## src/rtl/handshake_pkg.sv

```systemverilog
// Shared helpers for handshake constant blocks:
// index-width derivation and constant-table slicing.
`ifndef HANDSHAKE_PKG_SV
`define HANDSHAKE_PKG_SV

// Select entry i of a packed table whose entries are w bits wide.
`define HS_CONST_SLICE(tbl, i, w) tbl[(i)*(w) +: (w)]

package handshake_pkg;

    // Ceiling log2 for elaboration-time sizing.
    function automatic int clog2(input int n);
        int r;
        r = 0;
        for (int i = 0; i < 31; i++) begin
            if ((1 << i) < n) r = i + 1;
        end
        return r;
    endfunction

    // Width of a requester index; a single requester still gets one bit.
    function automatic int id_width(input int n);
        return (clog2(n) < 1) ? 1 : clog2(n);
    endfunction

endpackage

`endif

```

## src/rtl/handshake_rr_arbiter.sv

```systemverilog
// Round-robin arbiter: the search starts at ptr and wraps,
// using a doubled request vector so the wrap is just a carry.
module handshake_rr_arbiter
    import handshake_pkg::*;
#(
    parameter int NUM_REQ  = 4,
    parameter int ID_WIDTH = id_width(NUM_REQ)
) (
    input  logic [NUM_REQ-1:0]  req,
    input  logic [ID_WIDTH-1:0] ptr,
    output logic [NUM_REQ-1:0]  grant,
    output logic [ID_WIDTH-1:0] idx
);

    localparam int W2 = 2 * NUM_REQ;

    logic [W2-1:0] one;
    logic [W2-1:0] req_dbl;
    logic [W2-1:0] below;
    logic [W2-1:0] masked;
    logic [W2-1:0] first;

    // Mask off requests below ptr, then isolate the lowest remaining bit.
    always_comb begin
        one     = {{(W2-1){1'b0}}, 1'b1};
        req_dbl = {req, req};
        below   = (one << ptr) - one;
        masked  = req_dbl & ~below;
        first   = masked & (~masked + one);
        grant   = first[NUM_REQ-1:0] | first[W2-1:NUM_REQ];
    end

    // Encode the one-hot grant into the requester index.
    always_comb begin
        idx = '0;
        for (int i = 0; i < NUM_REQ; i++) begin
            if (grant[i]) idx = i[ID_WIDTH-1:0];
        end
    end

endmodule

```

## src/rtl/handshake_constant_arbiter.sv

```systemverilog
// One registered output slot shared by NUM_REQ ctrl requesters;
// a granted token loads that requester's constant and index.
module handshake_constant_arbiter
    import handshake_pkg::*;
#(
    parameter int                          NUM_REQ     = 4,
    parameter int                          DATA_WIDTH  = 32,
    parameter int                          ID_WIDTH    = 2,
    parameter logic [NUM_REQ*DATA_WIDTH-1:0] CONST_TABLE = '0
) (
    input  logic                  clk,
    input  logic                  rst,
    input  logic [NUM_REQ-1:0]    ctrl_valid,
    output logic [NUM_REQ-1:0]    ctrl_ready,
    output logic [DATA_WIDTH-1:0] outs,
    output logic [ID_WIDTH-1:0]   outs_id,
    output logic                  outs_valid,
    input  logic                  outs_ready
);

    localparam logic [ID_WIDTH-1:0] LAST = ID_WIDTH'(NUM_REQ - 1);

    logic [ID_WIDTH-1:0] rr_ptr;
    logic [NUM_REQ-1:0]  grant;
    logic [ID_WIDTH-1:0] gidx;
    logic                can_load;
    logic                xfer;

    handshake_rr_arbiter #(
        .NUM_REQ  (NUM_REQ),
        .ID_WIDTH (ID_WIDTH)
    ) u_arb (
        .req   (ctrl_valid),
        .ptr   (rr_ptr),
        .grant (grant),
        .idx   (gidx)
    );

    // Accept a token only when the slot is empty or draining, never in reset.
    always_comb begin
        can_load   = !outs_valid || outs_ready;
        ctrl_ready = grant & {NUM_REQ{can_load && rst}};
        xfer       = |(ctrl_valid & ctrl_ready);
    end

    // Output slot and fairness pointer; the pointer moves only on a transfer.
    always_ff @(posedge clk) begin
        if (!rst) begin
            outs       <= '0;
            outs_id    <= '0;
            outs_valid <= 1'b0;
            rr_ptr     <= '0;
        end else if (xfer) begin
            outs       <= `HS_CONST_SLICE(CONST_TABLE, gidx, DATA_WIDTH);
            outs_id    <= gidx;
            outs_valid <= 1'b1;
            rr_ptr     <= (gidx == LAST) ? '0 : gidx + 1'b1;
        end else if (outs_ready) begin
            outs_valid <= 1'b0;
        end
    end

endmodule
```

## config.mk

```make
export PLATFORM = sky130hd
export DESIGN_NAME = handshake_constant_arbiter
export DESIGN_NICKNAME = d
export VERILOG_FILES = /design/src/rtl/handshake_pkg.sv /design/src/rtl/handshake_rr_arbiter.sv /design/src/rtl/handshake_constant_arbiter.sv
export SDC_FILE = /design/constraint.sdc
export NUM_CORES = 1
export LEC_CHECK = 0
export BUFFER_PORTS_ARGS = -buffer_cell sky130_fd_sc_hd__buf_2
export CAP_MARGIN = 20
export CORE_UTILIZATION = 37
export DETAILED_ROUTE_END_ITERATION = 8
export GPL_ROUTABILITY_DRIVEN = 0
export PLACE_DENSITY = 0.76
export SLEW_MARGIN = 20
export SYNTH_ARGS = -nofsm -noshare
export SYNTH_HDL_FRONTEND = slang
export SYNTH_SLANG_ARGS = --single-unit
export TNS_END_PERCENT = 20
```

## constraint.sdc

```tcl
create_clock -name clk -period 2.3 [get_ports clk]
set_input_delay 0.345 -clock clk [delete_from_list [all_inputs] [get_ports clk]]
set_output_delay 0.345 -clock clk [all_outputs]
set_load 0.005 [all_outputs]
```

-- Word level (Yosys, flattened, before mapping)
Cells that the tools add are included.
- register bits after elaboration: 37
- latch bits: 0
- RAM bits: 0
- memory bits (read-only): 0
- logic and storage cells: 28
- memories kept: 0
- add/subtract/negate cells: 3
- multipliers: 0
- div/mod/pow operators: 0
- $lt $le $gt $ge: 0
- equal/unequal tests: 1
- shift-type cells: 2
- multiplexer cells: 6
- bitwise gates (word level): 7
- reduce and logical (&&, ||, !) cells: 5
- operators with widths (cell ; number):
    128-bit by 8-bit variable part select with 32-bit output (first input constant) ; 1
    8-bit bitwise AND ; 2
    8-bit inverter ; 2
    8-bit by 1-bit adder with 8-bit output (second input constant) ; 1
    4-bit bitwise AND ; 2
    1-bit by 2-bit left shift with 8-bit output (first input constant) ; 1
    8-bit by 1-bit subtractor with 8-bit output (second input constant) ; 1
    2-bit two-way mux ; 3
    4-bit OR ; 1
    4-bit OR reduction ; 1
    1-bit two-way mux ; 3
    2-bit by 1-bit adder with 2-bit output (second input constant) ; 1
    2-bit equality test (second input constant) ; 1
    2-bit nonzero test ; 1
    1-bit logical AND ; 1
    1-bit zero test ; 1
    1-bit logical OR ; 1

-- Logic depth before layout (Yosys ltp)
Gate-level depths: netlist (run 1).
- depth after elaboration: 13
- mapped depth: 9

-- Modules after synthesis
From an unflattened synthesis (run 1), not the netlist that was laid out.
- cells, all modules: 91
- area total of the unflattened synthesis: 706.9 µm²
- modules (own cells, without submodules) (module ; instances ; cells an instance ; area each (µm²)):
    handshake_constant_arbiter ; 1 ; 62 ; 524.3
    handshake_rr_arbiter ; 1 ; 29 ; 182.7

-- Least setup slack after synthesis (run 1)
OpenSTA, ideal clock, no wires.
- kind: reg-to-output
- start: register rr_ptr[1]
- end: output port ctrl_ready[1]
- arrival time: 2011 ps
- data required time: 1955 ps
- path slack: -56 ps
- stages on the path, launching flop included: 8
- cell sequence: dfxtp_1 nor2_1 inv_1 ha_1 and2_1 or4_4 o32a_4 nor2_8
- longest elaborated chain between the ends: 9
- RTL lines (item ; RTL line ; text):
    from (decl) ; handshake_constant_arbiter.sv:23 ; logic [ID_WIDTH-1:0] rr_ptr;
    from (signal assigned) ; handshake_constant_arbiter.sv:57 ; rr_ptr <= (gidx == LAST) ? '0 : gidx + 1'b1;
    1-bit by 2-bit left shift with 8-bit output * ; handshake_rr_arbiter.sv:27 ; below = (one << ptr) - one;
    8-bit by 1-bit subtractor with 8-bit output * ; handshake_rr_arbiter.sv:27 ;
    8-bit inverter * ; handshake_rr_arbiter.sv:28 ; masked = req_dbl & ~below;
    8-bit bitwise AND * ; handshake_rr_arbiter.sv:28 ;
    8-bit inverter ; handshake_rr_arbiter.sv:29 ; first = masked & (~masked + one);
    8-bit by 1-bit adder with 8-bit output ; handshake_rr_arbiter.sv:29 ;
    8-bit bitwise AND * ; handshake_rr_arbiter.sv:29 ;
    4-bit OR * ; handshake_rr_arbiter.sv:30 ; grant = first[NUM_REQ-1:0] | first[W2-1:NUM_REQ];
    4-bit bitwise AND * ; handshake_constant_arbiter.sv:42 ; ctrl_ready = grant & {NUM_REQ{can_load && rst}};
    to (decl) ; handshake_constant_arbiter.sv:14 ; output logic [NUM_REQ-1:0] ctrl_ready,
Mark *: on every way between the ends. The rest lies on a longest branch, timed or not.

-- Final worst setup path (run 1)
Same ends and word-level chain as after synthesis.

==> summary.txt, run 1 <==
Job
  • Max capacitance violation total: 0

Floorplan
  • Die Ht: 45.1 um
  • # rows: 15
  • I/O pins: 46
  • Starting Density: 0.399
  • DIE WIDTH: 45.1 um
  • Core box area: 0.00173 mm2
  • Die footprint: 0.00204 mm2

Power
  • Pwr dens: a little over 800 mW/mm2
  • Pleak: 0.000403 uW
  • VDD IR max: 0.391 mV
  • Tot Pwr: 643 uW

GRT
  • Initial antenna violation count: 0
  • All-Layer GR Usage: 0.129
  • Overflow after GRT: 0
  • Largest net degree at the start of global routing: 8
  • Global-route wire length before repair: 1910 um
  • Vias in the first global route: 457

Drt
  • DR top layer: met3
  • Via count: 551
  • Wire per inst: 9.55 um
  • First-pass DRT Iterations: 4
  • Residual DRC: 0
  • Met1 Wirelength: approximately 490 um
  • Wirelength, routed: 1230 um
  • DR iter-0 viols: 15
  • DR WL met2: 646 um
  • Met3 WL: 95 um
  • Final ANT Viol Nets: 0
  • Vias per cell: about 4.3

Logic synthesis
  • Synth Warn #: 0
  • Number of synthesized flops with an enable pin: 0
  • Number of distinct library cells after synthesis: 31
  • Sequential share of the synthesized area: 0.145
  • Syn avg cell area: ~8.5 um2
  • Area contributors post-synth: buf_4 (35%), dfxtp_1 (15%), o2bb2ai_4 (4.0%), nor3b_2 (3.6%), o32a_4 (3.3%)
  • Syn Inst Count: 81
  • Post-synthesis async set-or-reset flop share: 0
  • Area leader, netlist: buf_4
  • Synth Register Bits: 5
  • Synth Flop Type: dfxtp_1
  • Post-Syn Area: 688 um2
  • Area fraction of the dominant cell type after synthesis: 0.349

Critical path
  • Worst path required time: 1.96 ns
  • Worst Path Max Fanout: 4
  • FF-to-FF Start: rr_ptr[1]
  • Worst flop-to-flop path endpoint: outs_id[0]
  • Critical Path Start Type: register
  • Setup CP Type: register to primary output
  • R2R setup slack: -0.04 ns
  • Reg2Reg Depth: 10
  • Critical Path AT: about 2.2 ns
  • Launch point of the critical path: rr_ptr[1]
  • CP endpoint: ctrl_ready[1]
  • CP Capture Type: primary output

Timing
  • Tmin final: between 2 and 3 ns
  • Fin. Hold Viols: 0
  • Period Utilization, post-route: 1.11
  • Setup Skew: 0.000782 ns
  • Setup WS post-layout: -0.242 ns
  • Max Transition Viols Final: 0
  • Fmax: ~0.4 GHz
  • Fin Hold WS: 0.380 ns
  • Final setup viols: 4
  • RSZ-0062 raised after global routing: true

Clock network
  • H-tree depth: 1
  • Clk root buf: clkbuf_4
  • Register clock-pin slew on the reported worst setup and hold paths: 0.04 ns
  • Clock latency on the worst-skew pair: 0.24 ns
  • Maximum buffer depth of the clock tree: 2
  • TritonCTS clock tree: built
  • CTS buffer count: 3
  • CTS sink count: 5

Finish
  • Fill cell count: 200
  • Layout Cells excl Fill: between 100 and 150
  • Layout Utilization: 0.457
  • Post-layout net count: 113
  • Diode count: 0
  • Area grow syn2layout: 14.5%
  • Share of post-route cells with drive strength above 1: 0.375

Placed design
  • Pre-CTS WS: -0.131 ns
  • Final HPWL from detailed placement: 998 um
  • Post-placement cell count: 124
  • Number of port buffers: 13

Worst hold path
  • Hold WC Path Type: primary input to register

Run status
  • Status: finished, violations left
  • Failing checks: negative setup slack
==> cells in the final DEF, fill, tap and decap left out, types with 2 or more instances in the layout <==
cell / instances
and2_1: 2
buf_2: 12
buf_4: 7
clkbuf_4: 3
conb_1: 32
dfxtp_1: 3
inv_1: 2
nand2_1: 4
nand2b_1: 2
nor2_1: 2
nor2b_1: 3
nor3_1: 2
nor3b_2: 2
==> kinds of logic after synthesis <==
group | synth area share
AND/OR/NAND/NOR | 0.262
adder cells (fa/ha/maj) | 0.0182
flip-flops | 0.145
buffers and inverters | 0.365
AO/OA/AOI/OAI | 0.204
other | 0.00545
==> cells in the mapped netlist, types with 2 or more instances <==
| cell type | count |
|---|---|
| and2_1 | 3 |
| buf_4 | 32 |
| dfxtp_1 | 5 |
| inv_1 | 3 |
| nand2_1 | 4 |
| nand2b_1 | 3 |
| nor2_1 | 3 |
| nor2b_1 | 3 |
| nor3_1 | 2 |
| nor3b_2 | 2 |
==> routing by layer <==
metal / vias up / global-route usage
li1: 262 / -
met1: 257 / 0.151
met2: 32 / 0.226
met3: 0 / 0.0120
met4: 0 / 0.0727
met5: - / 0
==> critical path: stages (launching register included) <==
cell,delay [ns]
dfxtp_4,0.35
nand2b_4,0.15
ha_4,0.23
and2_4,0.13
or4_4,0.49
o32a_4,0.40
nor2_8,0.10
buf_6,0.10
==> stage by stage <==
step           TNS, ns  cell area [um2]
6_report        -0.370              788
5_1_grt         -0.811              788
4_1_cts         -0.428              788
3_5_place_dp    -0.363              723
3_3_place_gp    -0.274              723
2_1_floorplan  -0.0257              822
==> timing repair <==
action | 4_1_cts | 5_1_grt
pin swaps | 2 | 1
buffers inserted | 1 | 0
gates cloned | 0 | 0
hold buffers | 0 | 0
setup endpoints to repair | 7 | 8
resized for setup | 5 | 0
==> cell type report <==
cell class | instances | area, um2 | share of cell area
clock buffer | 4 | 26.3 | 0.0333
inverter | 3 | 11.3 | 0.0143
tap | 25 | 31.3 | 0.0397
timing repair buffer | 20 | 124 | 0.157
sequential | 5 | 105 | 0.133
multi-input combinational | 72 | 490 | 0.622
==> registers in the layout (all words and copies together) (netlist names) <==
name,flops
outs_valid,1
rr_ptr,2
outs_id,2
==> where the power goes <==
part	total [uW]	leakage (uW)	internal, uW	switching [uW]
logic	403	0.000346	206	197
registers	140	0.0000423	115	24.6
clock network	100	0.0000150	65.5	34.6
==> worst min-delay path by stage <==
| stage | cells after the start | to | from |
|---|---|---|---|
| detailed placement | 2 | outs_id[1] | outs_id[1] |
| global placement | 2 | outs_id[1] | outs_id[1] |
| global route | 2 | rr_ptr[0] | rst |
| finish | 2 | rr_ptr[0] | rst |
| floorplan | 1 | rr_ptr[0] | rst |
| CTS | 2 | rr_ptr[0] | rst |
Power figures use the tool's default switching activity.
==> inputs of run 2 (changes only) <==
--- a/config.mk
+++ b/config.mk
@@ -8,6 +8,7 @@
 export BUFFER_PORTS_ARGS = -buffer_cell sky130_fd_sc_hd__buf_2
 export CAP_MARGIN = 20
 export CORE_UTILIZATION = 37
+export CTS_BUF_LIST = sky130_fd_sc_hd__clkbuf_16
 export DETAILED_ROUTE_END_ITERATION = 8
 export GPL_ROUTABILITY_DRIVEN = 0
 export PLACE_DENSITY = 0.76
==> summary.txt, run 2 (synthesized netlist as in run 1, its figures left out) <==
Placed design
  • Pre-CTS WS: -0.131 ns (unchanged)
  • Number of port buffers: 13 (unchanged)
  • Final HPWL from detailed placement: 998 um (unchanged)
  • Post-placement cell count: 124 (unchanged)

GRT
  • Initial antenna violation count: 0 (unchanged)
  • Vias in the first global route: 461 (was 457)
  • All-Layer GR Usage: 0.144 (was 0.129)
  • Overflow after GRT: 0 (unchanged)
  • Global-route wire length before repair: 2000 um (was 1910 um)
  • Largest net degree at the start of global routing: 8 (unchanged)

Timing
  • Period Utilization, post-route: 1.10 (was 1.11)
  • Max Transition Viols Final: 0 (unchanged)
  • Fmax: 0.396 GHz (was 0.393 GHz)
  • RSZ-0062 raised after global routing: true (unchanged)
  • Fin Setup TNS: -0.327 ns (was -0.370 ns)
  • Setup Skew: 0.000644 ns (was 0.000782 ns)
  • Tmin final: 2.53 ns (was 2.54 ns)
  • Fin. Hold Viols: 0 (unchanged)
  • Final setup viols: 3 (was 4)
  • Setup WS post-layout: -0.227 ns (was -0.242 ns)

Critical path
  • Crit-path cells: nand2b_4 -> ha_4 -> and2_4 -> or4_4 -> o32a_4 -> nor2_8 -> buf_6 (unchanged)
  • Reg2Reg Depth: 10 (unchanged)
  • Delay-heaviest family, CP: simple AND/OR/NAND/NOR gates (unchanged)
  • R2R setup slack: -0.04 ns (about the same)
  • Critical Path Start Type: register (unchanged)
  • Worst path required time: 1.96 ns (about the same)
  • Setup CP Type: register to primary output (unchanged)
  • Worst Path Max Fanout: 4 (unchanged)
  • CP max-delay cell: or4_4 (unchanged)
  • FF-to-FF Start: rr_ptr[1] (unchanged)
  • CP peak stage delay: 0.49 ns (about the same)
  • Critical Path AT: 2.18 ns (was 2.20 ns)
  • Worst flop-to-flop path endpoint: outs_id[0] (unchanged)
  • CP Capture Type: primary output (unchanged)
  • Buffer and inverter count on the worst path: 1 (unchanged)

Finish
  • Post-layout net count: 113 (unchanged)
  • Layout Cells excl Fill: 129 (unchanged)
  • Layout Utilization: 0.487 (was 0.457)
  • Most frequent cells in the layout: conb_1 (32), buf_2 (12), buf_4 (7) (unchanged)
  • Share of post-route cells with drive strength above 1: 0.375 (unchanged)
  • Area grow syn2layout: 22.2% (was 14.5%)
  • Largest regs: outs_id x2, rr_ptr x2, outs_valid x1 (unchanged)
  • Most common cell after layout, fill and taps aside: conb_1 (unchanged)
  • Diode count: 0 (unchanged)

Power
  • VDD IR max: 0.673 mV (was 0.391 mV)
  • Pwr dens: 985 mW/mm2 (was 816 mW/mm2)
  • Pleak: 0.000430 uW (was 0.000403 uW)
  • Tot Pwr: 829 uW (was 643 uW)

Drt
  • Final ANT Viol Nets: 0 (unchanged)
  • Vias per cell: 4.25 (was 4.27)
  • Residual DRC: 0 (unchanged)
  • Wire per inst: 9.88 um (was 9.55 um)
  • DR iter-0 viols: 18 (was 15)
  • Wirelength, routed: 1280 um (was 1230 um)
  • Via count: 548 (was 551)
  • First-pass DRT Iterations: 6 (was 4)

Floorplan
  • Die footprint: 0.00204 mm2 (unchanged)
  • # rows: 15 (unchanged)
  • Starting Density: 0.399 (unchanged)
  • DIE WIDTH: 45.1 um (unchanged)
  • Die Ht: 45.1 um (unchanged)
  • Core box area: 0.00173 mm2 (unchanged)
  • I/O pins: 46 (unchanged)

Clock network
  • CTS buffer count: 3 (unchanged)
  • TritonCTS clock tree: built (unchanged)
  • Maximum buffer depth of the clock tree: 2 (unchanged)
  • Clock latency on the worst-skew pair: 0.23 ns (was 0.24 ns)
  • H-tree depth: 1 (unchanged)
  • # hold bufs at CTS: 0 (unchanged)
  • Register clock-pin slew on the reported worst setup and hold paths: 0.03 ns (was 0.04 ns)
  • CTS sink count: 5 (unchanged)
  • Clk root buf: clkbuf_16 (was clkbuf_4)

Worst hold path
  • Hold path start: rst (unchanged)
  • Hold WC Path Type: primary input to register (unchanged)
  • WHS Endpoint: rr_ptr[0] (unchanged)
  • Hold Path Depth: 2 (unchanged)

Run status
  • Status: finished, violations left (unchanged)
  • Failing checks: negative setup slack (unchanged)

Job
  • Max capacitance violation total: 0 (unchanged)
==> run 2: worst max-delay path by stage <==
stage                     depth (start not counted)       endpoint  slack (ns)      start
final                                             7  ctrl_ready[1]       -0.23  rr_ptr[1]
after floorplan                                   7  ctrl_ready[1]       -0.02  rr_ptr[1]
after global routing                              7  ctrl_ready[1]       -0.28  rr_ptr[1]
after detailed placement                          8  ctrl_ready[1]       -0.13  rr_ptr[1]
after global placement                            8  ctrl_ready[1]       -0.12  rr_ptr[1]
after CTS                                         7  ctrl_ready[1]       -0.23  rr_ptr[1]
==> run 2: timing repair <==
item	in CTS	in global routing
setup endpoints to repair	7	7
resized for setup	5	0
buffers inserted	1	0
pin swaps	2	1
==> run 2: final cells by class <==
cell class	count	area, um2
inverters	3	11.3
multi-input cells	72	490
well taps	25	31.3
fillers	189	886
clock buffers	3	75.1
repair buffers	20	124
flip-flops and latches	5	105
clock inverters	1	3.75
==> run 2: per-layer routing <==
metal / GRT usage / wire length, um
met5: 0 / 0
met4: 0.109 / 38
met1: 0.159 / 498
met2: 0.226 / 625
met3: 0.0480 / 113
==> run 2: stage by stage <==
| step | cell area, um2 | hold WS, ns |
|---|---|---|
| 2_1_floorplan | 822 | 0.463 |
| 3_3_place_gp | 723 | 0.479 |
| 3_5_place_dp | 723 | 0.480 |
| 4_1_cts | 841 | 0.389 |
| 5_1_grt | 841 | 0.404 |
| 6_report | 841 | 0.392 |
==> run 2: report_power, final <==
part / leakage (uW) / switching [uW] / internal [uW]
combinational: 0.000346 / 198 / 207
clock: 0.0000423 / 57.5 / 225
sequential: 0.0000423 / 24.6 / 116
==> inputs of run 3 (changes only) <==
--- a/config.mk
+++ b/config.mk
@@ -5,6 +5,7 @@
 export SDC_FILE = /design/constraint.sdc
 export NUM_CORES = 1
 export LEC_CHECK = 0
+export ABC_AREA = 1
 export BUFFER_PORTS_ARGS = -buffer_cell sky130_fd_sc_hd__buf_2
 export CAP_MARGIN = 20
 export CORE_UTILIZATION = 37
==> summary.txt, run 3 <==
Run status
  • Status: completed (was finished, violations left)

Critical path
  • Worst path required time: 1.96 ns (about the same)
  • Crit-path cells: nor2_4 -> inv_1 -> ha_1 -> nand2_2 -> inv_1 -> a21oi_1 -> nand3_1 -> nand2_1 -> nand2_2 -> inv_1 -> buf_2 (was nand2b_4 -> ha_4 -> and2_4 -> or4_4 -> o32a_4 -> nor2_8 -> buf_6)
  • Most frequent CP cell: inv_1
  • Worst Path Max Fanout: 4 (unchanged)
  • Buffer and inverter count on the worst path: 4 (was 1)
  • CP max-delay cell: dfxtp_1 (was or4_4)
  • Critical Path Start Type: register (unchanged)
  • Delay-heaviest family, CP: simple AND/OR/NAND/NOR gates (unchanged)
  • Critical Path AT: 1.78 ns (was 2.18 ns)
  • CP peak stage delay: 0.35 ns (was 0.49 ns)
  • CP Capture Type: primary output (unchanged)
  • Setup CP Type: register to primary output (unchanged)

Timing
  • Final setup viols: 0 (was 3)
  • Setup Skew: 0.000254 ns (was 0.000644 ns)
  • Fin Hold WS: 0.365 ns (was 0.392 ns)
  • Fmax: 0.470 GHz (was 0.396 GHz)
  • Max Transition Viols Final: 0 (unchanged)
  • Period Utilization, post-route: 0.926 (was 1.10)
  • Tmin final: 2.13 ns (was 2.53 ns)
  • Fin. Hold Viols: 0 (unchanged)

Logic synthesis
  • Post-synthesis mux area share: 0 (unchanged)
  • Syn Inst Count: 102 (was 81)
  • Post-Syn Area: 703 um2 (was 688 um2)
  • Commonest cells in the netlist: buf_4 (32), inv_1 (13), nand2_1 (10) (was buf_4 (32), dfxtp_1 (5), nand2_1 (4))
  • Syn avg cell area: 6.89 um2 (was 8.50 um2)
  • Area leader, netlist: buf_4 (unchanged)
  • Synth Area in Simple Gates: 0.326 (was 0.262)
  • Synth Register Bits: 5 (unchanged)
  • Compound-cell area share of the yosys netlist: 0.0819 (was 0.204)
  • Synth Warn #: 0 (unchanged)
  • Post-Synth XOR/XNOR Area: 0 (unchanged)
  • Number of synthesized flops with an enable pin: 0 (unchanged)
  • Largest family of logic cells by synthesized area: buffers and inverters (unchanged)
  • Area fraction of the dominant cell type after synthesis: 0.342 (was 0.349)
  • Area contributors post-synth: buf_4 (34%), dfxtp_1 (14%), inv_1 (6.9%), nand2_2 (6.2%), nand2_1 (5.3%) (was buf_4 (35%), dfxtp_1 (15%), o2bb2ai_4 (4.0%), nor3b_2 (3.6%), o32a_4 (3.3%))
  • Sequential share of the synthesized area: 0.142 (was 0.145)
  • Post-synthesis async set-or-reset flop share: 0 (unchanged)
  • Synth Flop Type: dfxtp_1 (unchanged)
  • Count leader, synth: buf_4 (unchanged)
  • Number of distinct library cells after synthesis: 19 (was 31)
  • Synth Area in Adders: 0.0178 (was 0.0182)

Job
  • Max capacitance violation total: 0 (unchanged)

Finish
  • Share of post-route cells with drive strength above 1: 0.347 (was 0.375)
  • Diode count: 0 (unchanged)
  • Fill cell count: 191 (was 189)
  • Most common cell after layout, fill and taps aside: conb_1 (unchanged)
  • Most frequent cells in the layout: conb_1 (32), inv_1 (14), buf_2 (13) (was conb_1 (32), buf_2 (12), buf_4 (7))
  • Layout Utilization: 0.437 (was 0.487)
  • Final instance area: 762 um2 (was 841 um2)
  • Largest regs: outs_id x2, rr_ptr x2, outs_valid x1 (unchanged)
  • Area grow syn2layout: 8.36% (was 22.2%)
  • Post-layout net count: 127 (was 113)

GRT
  • Initial antenna violation count: 0 (unchanged)
  • Largest net degree at the start of global routing: 6 (was 8)
  • Global-route wire length before repair: 1590 um (was 2000 um)
  • All-Layer GR Usage: 0.107 (was 0.144)
  • Overflow after GRT: 0 (unchanged)
  • Vias in the first global route: 414 (was 461)

Clock network
  • Clk root buf: clkbuf_16 (unchanged)
  • Clock latency on the worst-skew pair: 0.23 ns (about the same)
  • CTS sink count: 5 (unchanged)
  • TritonCTS clock tree: built (unchanged)
  • CTS buffer count: 3 (unchanged)
  • H-tree depth: 1 (unchanged)
  • Register clock-pin slew on the reported worst setup and hold paths: 0.03 ns (about the same)
  • Maximum buffer depth of the clock tree: 2 (unchanged)

Floorplan
  • DIE WIDTH: 45.6 um (was 45.1 um)
  • Starting Density: 0.403 (was 0.399)
  • Core box area: 0.00175 mm2 (was 0.00173 mm2)
  • # rows: 15 (unchanged)
  • I/O pins: 46 (unchanged)
  • Die Ht: 45.6 um (was 45.1 um)
  • Die footprint: 0.00208 mm2 (was 0.00204 mm2)

Drt
  • First-pass DRT Iterations: 4 (was 6)
  • Vias per cell: 3.79 (was 4.25)
  • Residual DRC: 0 (unchanged)
  • Wirelength, routed: 1050 um (was 1280 um)
  • Wire per inst: 7.34 um (was 9.88 um)
  • DR iter-0 viols: 7 (was 18)
  • Final ANT Viol Nets: 0 (unchanged)
  • Via count: 542 (was 548)

Placed design
  • Post-DP Area: 676 um2 (was 723 um2)
  • Final HPWL from detailed placement: 902 um (was 998 um)
  • Number of port buffers: 13 (unchanged)

Worst hold path
  • Hold WC Path Type: primary input to register (unchanged)

Power
  • Pwr dens: 1230 mW/mm2 (was 985 mW/mm2)
  • VDD IR max: 0.793 mV (was 0.673 mV)
  • Pleak: 0.000472 uW (was 0.000430 uW)
  • Tot Pwr: 938 uW (was 829 uW)
## run 3: changes by cell type in the layout (fill, tap and decap cells not counted), sizes merged, moves of 2 or more
cell    before  now
nand2b       3    0
nor2         4   12
inv          4   16
nor2b        3    0
nand3        1    5
and2         3    0
o21ai        2    0
nor3b        3    0
buf         20   13
nand2        4   20
nor3         3    0
a21oi        0    8
## run 3: through the flow
step,instances,setup TNS (ns),worst slack [ns]
floorplan,133,0,0.578
global placement,139,0,0.406
detailed placement,139,0,0.356
CTS,143,0,0.115
global route,143,-0.00313,-0.00313
finish,143,0,0.171
## run 3: layout make-up
type                    instances  area, um2  area share
inverters                      16       60.1      0.0788
flip-flops and latches          5        100       0.131
clock inverters                 1       3.75     0.00493
multi-input cells              80        427       0.560
clock buffers                   3       75.1      0.0985
repair buffers                 13       65.1      0.0854
well taps                      25       31.3      0.0411
## run 3: kinds of logic (layout without fill, tap and decap cells)
group	count (synthesis)	count (layout)
AOI/OAI and AO/OA	9	9
adders and majority gates	1	1
buffers and inverters	48	33
DFF	5	5
other	1	32
and+or+nand+nor	38	38
## run 3: what timing repair did
action,in CTS,in global routing
hold buffers,0,0
buffers inserted,0,0
resized for setup,0,2
endpoints found under the setup margin,0,1
## run 3: path summary, 6_finish.rpt
| kind | startpoint | to | slack [ns] | cells past startpoint |
|---|---|---|---|---|
| worst max-delay path | rr_ptr[0] | ctrl_ready[0] | 0.17 | 11 |
| worst min-delay path | rst | rr_ptr[1] | 0.36 | 3 |
| worst max register to register | rr_ptr[0] | outs_id[0] | 0.50 | 13 |
| worst min register to register | outs_id[0] | outs_id[0] | 0.48 | 2 |
## run 3: metal layers
layer	track usage	wire (um)	vias to the layer above
met2	0.180	517	23
met4	0.0909	27	0
met1	0.122	432	243
met5	0	0	-
met3	0.00794	72	2
li1	-	-	274
## run 3: worst reg2reg max path: stages (launching register included)
cell and delay, ns:
dfxtp_1 0.35, nor2_4 0.14, inv_1 0.05, ha_1 0.29, nand2_2 0.10, inv_1 0.06, a21oi_1 0.12, nand3_1 0.09
nand2_1 0.09, nand2_2 0.09, nand3_4 0.13, nand2_2 0.07, nand2_1 0.07, nor2_2 0.03
## run 3: power by group
group | switching (uW) | internal, uW
sequential | 38.8 | 126
combinational | 304 | 191
clock | 54.1 | 225
